$ cat src/rtl/digit_serial_adder.sv
// digit_serial_adder: computes S = A + B + Cin over WIDTH/DIGIT clock cycles,
// adding DIGIT bits per cycle. A carry register links one digit to the next.
// Valid/ready handshakes on both sides: an operation is accepted in IDLE,
// its digits are added in RUN, and the result is held in DONE until it is taken.
// Optional feature macro: DIGIT_SERIAL_OVF_EN adds the signed-overflow output V.
module digit_serial_adder #(
    parameter int WIDTH = 16,
    parameter int DIGIT = 4
) (
    input  logic             clk,
    input  logic             rst,
    input  logic             in_valid,
    output logic             in_ready,
    input  logic [WIDTH-1:0] A,
    input  logic [WIDTH-1:0] B,
    input  logic             Cin,
    output logic             out_valid,
    input  logic             out_ready,
    output logic [WIDTH-1:0] S,
`ifdef DIGIT_SERIAL_OVF_EN
    output logic             C,
    output logic             V
`else
    output logic             C
`endif
);

    localparam int NUM_DIGITS = WIDTH / DIGIT;
    localparam int CNT_W      = (NUM_DIGITS > 1) ? $clog2(NUM_DIGITS) : 1;

    typedef enum logic [1:0] {
        IDLE,
        RUN,
        DONE
    } state_t;

    state_t             state;
    state_t             next_state;
    logic [WIDTH-1:0]   a_reg;
    logic [WIDTH-1:0]   b_reg;
    logic               carry;
    logic [CNT_W-1:0]   counter;
    int                 base;
    logic [DIGIT-1:0]   a_dig;
    logic [DIGIT-1:0]   b_dig;
    logic [DIGIT:0]     digit_sum;
    logic               last_digit;
    logic               accept;

    // Handshake outputs depend only on the registered state; reset blocks intake.
    assign in_ready  = (state == IDLE) && !rst;
    assign out_valid = (state == DONE);
    assign accept    = in_valid && in_ready;

    // Slice out the digit currently being processed.
    assign base       = int'(counter) * DIGIT;
    assign a_dig      = a_reg[base +: DIGIT];
    assign b_dig      = b_reg[base +: DIGIT];
    assign last_digit = (counter == CNT_W'(NUM_DIGITS - 1));

    // One DIGIT-bit ripple add per cycle, carry-in taken from the carry register.
    always_comb begin
        digit_sum = {1'b0, a_dig} + {1'b0, b_dig} + {{DIGIT{1'b0}}, carry};
    end

    // State register.
    always_ff @(posedge clk) begin
        if (rst) begin
            state <= IDLE;
        end else begin
            state <= next_state;
        end
    end

    // Next-state logic: accept in IDLE, leave RUN after the last digit, leave DONE on handoff.
    always_comb begin
        next_state = state;
        case (state)
            IDLE:    if (accept)     next_state = RUN;
            RUN:     if (last_digit) next_state = DONE;
            DONE:    if (out_ready)  next_state = IDLE;
            default:                 next_state = IDLE;
        endcase
    end

    // Datapath: capture operands on accept, build the sum digit by digit in RUN.
    always_ff @(posedge clk) begin
        if (rst) begin
            S       <= '0;
            C       <= 1'b0;
            carry   <= 1'b0;
            counter <= '0;
`ifdef DIGIT_SERIAL_OVF_EN
            V       <= 1'b0;
`endif
        end else begin
            case (state)
                IDLE: begin
                    if (accept) begin
                        a_reg   <= A;
                        b_reg   <= B;
                        carry   <= Cin;
                        counter <= '0;
                        S       <= '0;
                    end
                end
                RUN: begin
                    S[base +: DIGIT] <= digit_sum[DIGIT-1:0];
                    carry            <= digit_sum[DIGIT];
                    if (last_digit) begin
                        C <= digit_sum[DIGIT];
`ifdef DIGIT_SERIAL_OVF_EN
                        V <= (a_dig[DIGIT-1] ^ b_dig[DIGIT-1] ^ digit_sum[DIGIT-1])
                             ^ digit_sum[DIGIT];
`endif
                    end else begin
                        counter <= counter + CNT_W'(1);
                    end
                end
                default: begin
                end
            endcase
        end
    end

endmodule

$ cat config.mk
export PLATFORM = sky130hd
export DESIGN_NAME = digit_serial_adder
export DESIGN_NICKNAME = d
export VERILOG_FILES = /design/src/rtl/digit_serial_adder.sv
export SDC_FILE = /design/constraint.sdc
export NUM_CORES = 1
export LEC_CHECK = 0
export CAP_MARGIN = 20
export CORE_MARGIN = 2
export CORE_UTILIZATION = 45
export CTS_BUF_LIST = sky130_fd_sc_hd__clkbuf_16
export CTS_CLUSTER_DIAMETER = 200
export DETAILED_ROUTE_END_ITERATION = 6
export GPL_TIMING_DRIVEN = 0
export HOLD_SLACK_MARGIN = 0.02
export PLACE_DENSITY_LB_ADDON = 0.05
export SLEW_MARGIN = 25
export SYNTH_ARGS = -nofsm -noshare
export SYNTH_HDL_FRONTEND = slang
export SYNTH_SLANG_ARGS = --single-unit
$ cat constraint.sdc
create_clock -name clk -period 3.25 [get_ports clk]
set_input_delay 0.65 -clock clk [delete_from_list [all_inputs] [get_ports clk]]
set_output_delay 0.65 -clock clk [all_outputs]
set_load 0.005 [all_outputs]
==> metrics <==
status finished, final reports clean; kind of end point of the critical path flip-flop; Pwr Total 1.48 mW; design area 0.00304 mm^2; Post-synth EDFFs 32; initial antenna violation count 0; DRT iter0 DRCs 104; Yosys reg bits 54; Seq/Total Area, Yosys 62.1%; layout cells sized above 1 12.6%; Crit-path slowest cell mux4_2; global-route congestion overflow total 0; Rel. slew slack 52.1%; CP bufs+invs 1; area leader, netlist edfxtp_1; post-layout minimum cycle time 3.05 ns; FFs w/ async S/R, synth 0%; PwrDens 488 mW/mm^2; post-synth cell types 34; Hold Crit Endpoint C$_SDFFE_PP0P_; FF-to-FF path depth 8; filler instances 376; drc violations 0; Critical Path Max Stage Delay 0.56 ns; routed len/inst 15.3 um; Ys Warns 0; IO Count 56; DP Wirelength 3340 um; Setup Fix Bufs, Post-CTS 0; Post-Syn Area 0.00226 mm^2; R2R Path Start counter[0]$_SDFFE_PP0P_; dpl ws 0.0984 ns; count leader, synth edfxtp_1; core area 0.00479 mm^2; hold_sp C$_SDFFE_PP0P_; Max Cap Viol 0; delay-heaviest family, CP adder cells; type of origin of the critical path flip-flop; P&R area growth vs syn 34.7%; Mean Syn Cell Area 14.3 um^2; top_reg_cell synth edfxtp_1; GRT Total Usage 17.3%; Final WS setup 0.197 ns; Synth area leaders edfxtp_1, dfxtp_1, mux4_2; cell row count 25; vias per cell 5.19; routability cong. 0.735; clk buf depth 2; WP data required 3.41 ns; Commonest cells post-synth edfxtp_1, dfxtp_1, nor2_1, a22oi_1, mux4_2; n_diodes 0; VDD IR max 0.280 mV; final setup vio count 0; RSZ-0062 raised after global routing no; final wirelength 4410 um; Initial Util 47.1%; PostCTS Resize Cnt 0; Crit Path Category reg2reg; TritonCTS clock tree done; htree depth 2; critical path peak fanout 10; Hold Vio Cnt, Final 0; register-to-register setup slack 0.20 ns; Synth top area share 42.6%; die area 0.00560 mm^2; largest net degree at the start of global routing 17; final setup TNS 0 ns; total CTS buffers 5; vias in the first global route 1525; Worst Tran Pin Value 0.716 ns; Root Driver clkbuf_16; die outline width 74.8 um; DRT Pass-1 Iters 4; Hold Path Stages 2; WHS 0.484 ns; Post-Syn Instances 158; placed instance area 0.00290 mm^2; first-pass GRT wire length 7000 um; CP arrival 3.21 ns; via count 1501; worst clock skew 0.00374 ns; Routed Antenna Nets 0; P_leak 1.08 nW; fin. max-slew vios 0; Clock Pin Slew Worst Setup and Hold Paths 0.07 ns; FF-to-FF End carry$_SDFFE_PP0P_; syn nets 204; die height 74.8 um; Final nets 267; fmax 0.328 GHz; crit path cell chain buf_4 > mux4_2 > fa_1 > fa_1 > a21o_1 > a21o_1 > a221oi_1 > nor2_1; PortBufs 54; worst hold path type reg2reg; clock latency at the later pin of the worst-skew pair 0.29 ns; cts hold-fix bufs 0; final period utilization 93.9%; clk sinks 54
area by class of cell:
type	instances	area, um^2	share of cell area, %
clock inverters	3	16.3	0.535
repair buffers	56	556	18.3
well taps	67	83.8	2.76
plain buffers	7	42.5	1.40
clock buffers	5	125	4.12
flip-flops and latches	54	1400	46.1
multi-input cells	93	800	26.3
inverters	4	15.0	0.494
worst max path at each step:
stage	cells past startpoint	to	startpoint	slack [ns]
detailed placement	8	carry$_SDFFE_PP0P_	counter[0]$_SDFFE_PP0P_	0.1
global placement	5	carry$_SDFFE_PP0P_	in_valid	0.01
global route	8	carry$_SDFFE_PP0P_	counter[0]$_SDFFE_PP0P_	0.03
floorplan	8	carry$_SDFFE_PP0P_	counter[0]$_SDFFE_PP0P_	0.43
CTS	8	carry$_SDFFE_PP0P_	counter[0]$_SDFFE_PP0P_	0.08
finish	8	carry$_SDFFE_PP0P_	counter[0]$_SDFFE_PP0P_	0.20
metal layers:
metal	global-route usage, %	up-vias	routed length, um
li1	-	726	-
met1	20.6	730	1820
met2	29.5	45	2370
met3	4.95	0	221
met4	7.54	0	0
met5	0	-	0
report_power, final:
part / internal (mW) / switching [mW]
clock: 0.282 / 0.223
sequential: 0.751 / 0.0105
combinational: 0.112 / 0.103
metrics by stage:
| step | std cells | utilization, % |
|---|---|---|
| 3_3_place_gp | 279 | 60.2 |
| 2_1_floorplan | 158 | - |
| 6_report | 289 | 63.5 |
| 5_1_grt | 289 | 63.5 |
| 3_5_place_dp | 281 | 60.5 |
| 4_1_cts | 289 | 63.5 |
worst reg2reg max path, cell delays in order (launching register included):
cell      delay [ns]
dfxtp_1         0.47
buf_4           0.28
mux4_2          0.57
fa_1            0.46
fa_1            0.42
a21o_1          0.18
a21o_1          0.20
a221oi_1        0.29
nor2_1          0.06
kinds of logic (layout without fill, tap and decap cells):
logic type / count (synthesis) / in the layout / synth area share [%]
multiplexers: 9 / 9 / 8.43
AO/OA/AOI/OAI: 30 / 30 / 9.98
buffers and inverters: 11 / 75 / 2.44
adder cells (fa/ha/maj): 9 / 9 / 5.66
AND/OR/NAND/NOR: 44 / 44 / 11.0
flip-flops: 54 / 54 / 62.1
XOR/XNOR: 1 / 1 / 0.388
layout by cell type, fill, tap and decap left out, drive strengths merged:
| cell | count |
|---|---|
| a21o | 7 |
| inv | 6 |
| or3b | 1 |
| nand2 | 7 |
| and3 | 2 |
| nor2b | 1 |
| nor3 | 2 |
| and2b | 1 |
| o21ai | 1 |
| clkinv | 1 |
| a21oi | 2 |
| nor3b | 3 |
| nand3 | 2 |
| mux4 | 8 |
| nor2 | 21 |
| and4bb | 1 |
| ha | 7 |
| a221oi | 1 |
| a22oi | 14 |
| xor2 | 1 |
| mux2i | 1 |
| a32oi | 4 |
| fa | 2 |
| a211o | 1 |
| or2 | 1 |
| edfxtp | 32 |
| dfxtp | 22 |
| clkbuf | 8 |
| nor4b | 2 |
| buf | 6 |
| clkdlybuf4s50 | 54 |
Note: power is estimated with default switching activity, not from simulation.
